$ cat src/rtl/crossbar_slave_arbiter.sv
// crossbar_slave_arbiter: shares one crossbar slave between two masters with
// round-robin arbitration and in-order read response routing.
module crossbar_slave_arbiter #(
  parameter logic SLAVE_ID = 1'b0,
  parameter int   RD_DEPTH = 4,
  parameter int   PTR_W    = 2
) (
  input  logic             clk,
  input  logic             rst,
  input  logic             master_0_req,
  input  logic             master_0_cmd,
  input  logic [31:0]      master_0_addr,
  input  logic [31:0]      master_0_wdata,
  output logic             master_0_ack,
  output logic [31:0]      master_0_rdata,
  output logic             master_0_resp,
  input  logic             master_1_req,
  input  logic             master_1_cmd,
  input  logic [31:0]      master_1_addr,
  input  logic [31:0]      master_1_wdata,
  output logic             master_1_ack,
  output logic [31:0]      master_1_rdata,
  output logic             master_1_resp,
  output logic             slave_req,
  output logic             slave_cmd,
  output logic [30:0]      slave_addr,
  output logic [31:0]      slave_wdata,
  input  logic             slave_ack,
  input  logic [31:0]      slave_rdata,
  input  logic             slave_resp,
  output logic [PTR_W:0]   rd_outstanding,
  output logic             err_unexp_resp
);
  logic                prio, full, empty, elig_0, elig_1, any, grant, hs, push, pop, head;
  logic [RD_DEPTH-1:0] ids;
  logic [PTR_W-1:0]    wr_ptr, rd_ptr;
  logic [PTR_W:0]      count;

  // depth is a power of two, so the count MSB alone marks full
  assign full   = count[PTR_W];
  assign empty  = count == '0;
  assign elig_0 = master_0_req & (master_0_addr[31] == SLAVE_ID) & (master_0_cmd | ~full);
  assign elig_1 = master_1_req & (master_1_addr[31] == SLAVE_ID) & (master_1_cmd | ~full);
  assign any    = elig_0 | elig_1;
  assign grant  = (elig_0 & elig_1) ? prio : elig_1;

  assign slave_req   = any & ~rst;
  assign slave_cmd   = any & (grant ? master_1_cmd : master_0_cmd);
  assign slave_addr  = any ? (grant ? master_1_addr[30:0] : master_0_addr[30:0]) : '0;
  assign slave_wdata = any ? (grant ? master_1_wdata : master_0_wdata) : '0;

  assign hs           = slave_req & slave_ack;
  assign master_0_ack = hs & ~grant;
  assign master_1_ack = hs & grant;

  assign push = hs & ~slave_cmd;
  assign pop  = slave_resp & ~empty;
  assign head = ids[rd_ptr];

  assign master_0_resp  = pop & ~head;
  assign master_1_resp  = pop & head;
  assign master_0_rdata = master_0_resp ? slave_rdata : '0;
  assign master_1_rdata = master_1_resp ? slave_rdata : '0;
  assign rd_outstanding = count;

  always_ff @(posedge clk or posedge rst) begin
    if (rst) begin
      prio           <= 1'b0;
      ids            <= '0;
      wr_ptr         <= '0;
      rd_ptr         <= '0;
      count          <= '0;
      err_unexp_resp <= 1'b0;
    end else begin
      if (hs) prio <= ~grant;
      if (push) begin
        ids[wr_ptr] <= grant;
        wr_ptr      <= wr_ptr + 1'b1;
      end
      if (pop) rd_ptr <= rd_ptr + 1'b1;
      count          <= count + (PTR_W+1)'(push) - (PTR_W+1)'(pop);
      err_unexp_resp <= err_unexp_resp | (slave_resp & empty);
    end
  end
endmodule
$ cat config.mk
export PLATFORM = sky130hd
export DESIGN_NAME = crossbar_slave_arbiter
export DESIGN_NICKNAME = d
export VERILOG_FILES = /design/src/rtl/crossbar_slave_arbiter.sv
export SDC_FILE = /design/constraint.sdc
export NUM_CORES = 1
export LEC_CHECK = 0
export CELL_PAD_IN_SITES_DETAIL_PLACEMENT = 1
export CELL_PAD_IN_SITES_GLOBAL_PLACEMENT = 1
export CORE_ASPECT_RATIO = 0.7
export CORE_MARGIN = 1
export CORE_UTILIZATION = 12
export DETAILED_ROUTE_END_ITERATION = 10
export HOLD_SLACK_MARGIN = 0.12
export PLACE_DENSITY_LB_ADDON = 0.1
export SYNTH_ARGS = -nofsm -noshare
export SYNTH_HDL_FRONTEND = slang
export SYNTH_SLANG_ARGS = --single-unit
export TNS_END_PERCENT = 50
$ cat constraint.sdc
create_clock -name clk -period 2.5 [get_ports clk]
set_input_delay 0.25 -clock clk [delete_from_list [all_inputs] [get_ports clk]]
set_output_delay 0.25 -clock clk [all_outputs]
set_load 0.01 [all_outputs]
* Yosys cells after proc, flatten, opt, wreduce, memory -nomap -nowiden
Index checks and enable logic that the tools add are counted.
W data, S select, Z words.
** Word-level totals
- Memories :: 0
- Flip-flop bits (word level) :: 13
- Latch bits :: 0
- Memory bits (read-only) :: 0
- Logic and storage cells :: 55
- Output and inout port bits :: 137
- Input port bits :: 168
- Memory bits (writable) :: 0
** Operators by class
- Div/mod/pow operators :: 0
- Reductions and logical operators :: 2
- $add $sub $neg :: 4
- Magnitude comparators :: 3
- $mul :: 0
- Mux-type cells :: 13
- Bitwise operators :: 27
- Equal/unequal tests :: 0
- Shift operators :: 0
** Operators by type and width (number)
- $mux W32 :: 4
- $mux W31 :: 2
- $and A1 B1 Y1 :: 15
- $not A1 Y1 :: 8
- $lt A2 B3 Y1 const B :: 2
- $add A2 B1 Y2 const B :: 2
- $bwmux W4 :: 1
- $mux W1 :: 4
- $or A1 B1 Y1 :: 4
- $add A3 B1 Y3 :: 1
- $logic_not A3 Y1 :: 1
- $sub A3 B1 Y3 :: 1
- $bmux W1 S2 :: 1
- $demux W1 S2 :: 1
- $ge A2 B1 Y1 const B :: 1
- $logic_and A1 B1 Y1 :: 1

* Longest topological paths before layout
- Depth in word-level cells :: 11
- Depth in mapped cells :: 11
- Gate-level depth less buffers :: 11

* Worst setup path after synthesis
OpenSTA, ideal clock, no wires.
- Kind :: flip-flop to flip-flop
- From :: reg count[2], in the netlist rd_outstanding[2]
- To :: reg count[2], in the netlist rd_outstanding[2]
- Slack :: -0.107 ns
- Data arrival time :: 2.479 ns
- Library setup time :: 0.128 ns
- Buffers on the path :: 0
- Cell stages (with the launch flop) :: 11
- Cells stage by stage :: dfrtp_1 or3_1 a31o_4 or2_4 ha_1 inv_1 ha_1 inv_1 fa_1 xnor2_1 xnor2_1
** Between the ends
- Longest elaborated chain between the ends :: 11
** Ends and longest elaborated chain
- start, declared :: line 37 : logic [PTR_W:0] count;
- start signal, assigned :: line 81 : count <= count + (PTR_W+1)'(push) - (PTR_W+1)'(pop);
- $not A1 Y1 * :: line 42, 43
- $or A1 B1 Y1 (on tied branches) :: line 42, 43
- $and A1 B1 Y1 (on tied branches) :: line 42, 43
- $and A1 B1 Y1 :: line 45 : assign grant = (elig_0 & elig_1) ? prio : elig_1;
- $mux W1 :: line 45
- $mux W1 :: line 48 : assign slave_cmd = any & (grant ? master_1_cmd : master_0_cmd);
- $and A1 B1 Y1 * :: line 48
- net slave_cmd :: line 25 : output logic slave_cmd,
- $not A1 Y1 * :: line 56 : assign push = hs & ~slave_cmd;
- $and A1 B1 Y1 * :: line 56
- $add A3 B1 Y3 * :: line 81
- $sub A3 B1 Y3 * :: line 81
The timed path passes the listed nets; every way through them passes the cells marked *.
A chain may end at the register's enable or synchronous reset.

* Worst setup path after layout
- From :: reg count[2], in the netlist rd_outstanding[2]
- To :: reg count[2], in the netlist rd_outstanding[2]
** Between the ends
- Longest elaborated chain between the ends :: 11
** Ends and longest elaborated chain (line)
- $not A1 Y1 :: 42, 43
- $or A1 B1 Y1 (on tied branches) :: 42, 43
- $and A1 B1 Y1 (on tied branches) :: 42, 43
- $and A1 B1 Y1 :: 45
- $mux W1 :: 45
- $mux W1 :: 48
- $and A1 B1 Y1 :: 48
- $not A1 Y1 :: 56
- $and A1 B1 Y1 :: 56
- $add A3 B1 Y3 :: 81
- $sub A3 B1 Y3 * :: 81
Mark *: on every way between the ends. The rest lies on a longest branch, timed or not.

==> flow_summary.ini <==
[outcome]
run_status = complete, but fails checks
failing_checks = negative setup slack

[route]
vias = 3508
route.detailed.drc = 0
drt_first_pass_iters = 4
routed_wl_um = 13500
drtIter0Drc = 108
post_drt_via_cell_ratio = 3.92
route.detailed.wl_per_inst_um = 15.1
antenna_left = 0

[grt]
first_pass_grt_wire_length_um = 20100
grt_use_total_pct = 14.0
grt_pass1_vias = 3571
antenna_found_initial = 0
largest_net_degree_at_the_start_of_global_routing = 51
grt_overflow_total = 0

[synth]
synthDominantCellAreaShare_pct = 22.6
yosys_register_bits = 13
synth-warning-count = 0
synth_top_area_cell = sky130_fd_sc_hd__nand2_1
leading_cell_types_by_total_area_after_synthesis = sky130_fd_sc_hd__nand2_1 (23%), sky130_fd_sc_hd__dfrtp_1 (15%), sky130_fd_sc_hd__o21ai_0 (14%), sky130_fd_sc_hd__and2_1 (10%), sky130_fd_sc_hd__and3_1 (9.5%)
mapped_area_mm2 = 0.00211
register_area_share_after_synthesis_pct = 15.4
yosys_most_used_dff = sky130_fd_sc_hd__dfrtp_1
syn_avg_cell_area_um2 = 5.95
synthTopCellsByCount = sky130_fd_sc_hd__nand2_1 (127), sky130_fd_sc_hd__o21ai_0 (59), sky130_fd_sc_hd__and2_1 (34)
synthArstFlopShare_pct = 100
synth-edff-count = 0
netlist-cell-type-count = 30
yosys.cell_count.top_type = sky130_fd_sc_hd__nand2_1
mapped_cells = 354
syn_nets = 529

[placement]
io_buffers = 304
pre_cts_ws_ps = -430
gp_congestion = 0.809
place.detailed.hpwl_um = 11000
total_placed_instance_area_mm2 = 0.00557

[sta]
final.min_clock_period_ps = 2510
timing.fmax_ghz = 0.398
slew_limit_headroom_pct = 64.8
maxSlewViolCount = 0
timing.clock.skew_ps = 6.15
finalHoldViolCount = 0
setup_ws_post_layout_ps = -11.4
setup-violations-final = 1
post-route-period-util_pct = 100
fin_hold_ws_ps = 468
rsz_0062_raised_after_global_routing = true
worstMarginPinSlew_ps = 527
setup-tns-final_ps = -11.4

[power_and_ir_drop]
power_frac_comb_pct = 76.4
p_seq_share_pct = 13.5
p_switching_mw = 1.21
power.density_cell_area_mw_per_mm2 = 519
p_leak_nw = 3.05
switching_share_pct = 39.9
intPower_mw = 1.82
clkPwrFrac_pct = 10.2
worst_ir_drop_vdd_uv = 412

[critical_path]
crit_path_cell_trace = or3_4, a31o_4, or2_4, ha_4, inv_2, ha_4, inv_2, fa_2, xnor2_2, xnor2_1
max_stage_delay_ps = 410
slowest_cell_on_the_critical_path = sky130_fd_sc_hd__dfrtp_2
worst_setup_path_end_kind = register
start_kind = register
regToRegStartpoint = rd_outstanding[2]
critical_path.top_delay_family = adder cells
worstSetupStartpoint = rd_outstanding[2]
critPathBufInv = 2
crit_type = register to register
critical_path.max_fanout = 3
cp.arrival_ps = 2630
data_required_time_of_the_worst_path_ps = 2620
regToRegSetupSlack_ps = -10
worstRegToRegCells = 10
timing.rr.end = rd_outstanding[2]

[floorplan]
core_region_area_mm2 = 0.0172
fp.dieW_um = 160
starting_utilization_of_the_core_area_pct = 12.3
chipHeight_um = 113
rows = 40
number_of_top_level_pins = 305
die-area_mm2 = 0.0181

[worst_hold_path]
timing.hold.worst_path_depth = 1
min-delay-start = err_unexp_resp
hold_path_end = err_unexp_resp
hp-class = register to register

[cts]
cts_buffer_depth = 2
cts_tree = done
postCtsHoldBufs = 0
clock_tree.htree_level_count = 1
worst_setup_hold_path_clk_slew_ps = 50
clock-root-buffer = sky130_fd_sc_hd__clkbuf_16
clock_insertion_delay_worst_skew_ps = 240
numCtsBuffers = 3
clock_sink_count = 13

[layout]
antenna_cell_count = 0
fill_cells = 2052
areaGrowthSynthToFinish_pct = 177
nNetsFinal = 839
finalInstanceArea_mm2 = 0.00583
drive_above_1_share_pct = 9.35

[job]
drv_cap = 0
==> worst reg2reg max path, cell delays in order, from the launching register on <==
cell	delay (ps)
sky130_fd_sc_hd__dfrtp_2	410
sky130_fd_sc_hd__or3_4	370
sky130_fd_sc_hd__a31o_4	250
sky130_fd_sc_hd__or2_4	260
sky130_fd_sc_hd__ha_4	240
sky130_fd_sc_hd__inv_2	60
sky130_fd_sc_hd__ha_4	110
sky130_fd_sc_hd__inv_2	30
sky130_fd_sc_hd__fa_2	370
sky130_fd_sc_hd__xnor2_2	150
sky130_fd_sc_hd__xnor2_1	140
==> metal layers <==
metal	routed length (um)	share of wire (%)	GRT usage (%)	up-vias
met5	0	0	0	-
met4	104	0.77	1.59	0
met3	679	5.0	2.57	7
met2	7110	52	26.1	109
met1	5650	42	17.1	1629
li1	-	-	-	1763
==> through the flow <==
step	util, %	power (mW)	instances
after global placement	32.4	2.61	882
after floorplan	-	1.31	354
after CTS	32.6	2.91	886
final	33.9	3.02	894
after detailed placement	32.4	2.66	882
after global routing	33.9	3.26	894
==> power groups by stage <==
stage / Combinational (mW) / Sequential (mW) / Clock, mW
floorplan: 0.903 / 0.402 / 0
global route: 2.51 / 0.423 / 0.327
CTS: 2.20 / 0.400 / 0.314
finish: 2.31 / 0.407 / 0.307
detailed placement: 2.26 / 0.401 / 0
global placement: 2.22 / 0.397 / 0
==> area by class of cell <==
type / instances / area, um^2 / area share (%)
clock buffers: 4 / 78.8 / 1.35
well taps: 231 / 289 / 4.96
repair buffers: 335 / 3410 / 58.5
inverters: 13 / 48.8 / 0.837
multi-input cells: 298 / 1680 / 28.8
flip-flops and latches: 13 / 327 / 5.60
==> timing repair <==
| item | 4_1_cts | 5_1_grt |
|---|---|---|
| endpoints found under the hold margin | 0 | 0 |
| buffers inserted | 0 | 7 |
| setup endpoints to repair | 94 | 115 |
| pin swaps | 2 | 6 |
| cloned | 0 | 1 |
| resized for setup | 69 | 68 |
==> worst max path at each step <==
stage          cells after the start                end
2_1_floorplan                     10  rd_outstanding[2]
3_3_place_gp                      12  rd_outstanding[2]
3_5_place_dp                      12  rd_outstanding[2]
4_1_cts                           12  rd_outstanding[2]
5_1_grt                           10  rd_outstanding[2]
6_report                          10  rd_outstanding[2]
==> placed cells by master, fill, tap and decap left out, types with 2 or more instances in the layout <==
cell type / instances
sky130_fd_sc_hd__and3_1: 32
sky130_fd_sc_hd__nor2_1: 3
sky130_fd_sc_hd__clkdlybuf4s15_1: 7
sky130_fd_sc_hd__o21ai_0: 59
sky130_fd_sc_hd__mux2_2: 4
sky130_fd_sc_hd__nor3_1: 4
sky130_fd_sc_hd__and2_1: 33
sky130_fd_sc_hd__buf_12: 6
sky130_fd_sc_hd__nand2_1: 127
sky130_fd_sc_hd__inv_2: 2
sky130_fd_sc_hd__dlygate4sd2_1: 51
sky130_fd_sc_hd__nand2b_4: 2
sky130_fd_sc_hd__xnor2_1: 4
sky130_fd_sc_hd__o21ai_1: 4
sky130_fd_sc_hd__clkbuf_2: 3
sky130_fd_sc_hd__dlymetal6s2s_1: 38
sky130_fd_sc_hd__clkdlybuf4s50_1: 204
sky130_fd_sc_hd__clkbuf_16: 4
sky130_fd_sc_hd__inv_1: 11
sky130_fd_sc_hd__ha_4: 2
sky130_fd_sc_hd__dfrtp_1: 12
sky130_fd_sc_hd__buf_4: 22
sky130_fd_sc_hd__ha_1: 4
==> sequential cells by signal, indices dropped and copies added (netlist names) <==
| register | flops |
|---|---|
| err_unexp_resp | 1 |
| ids | 4 |
| prio | 1 |
| rd_outstanding | 3 |
| wr_ptr | 2 |
| rd_ptr | 2 |
==> cells by family (layout without fill, tap and decap cells) <==
kind of cell	after synthesis	after routing	share of synthesized area, %
fa+ha+maj	7	7	4.51
mux	6	6	3.92
simple gates	210	210	47.1
compound gates	70	70	17.8
xor+xnor	5	5	2.08
buf+inv	43	352	9.15
flops	13	13	15.4
Power figures use the tool's default switching activity.
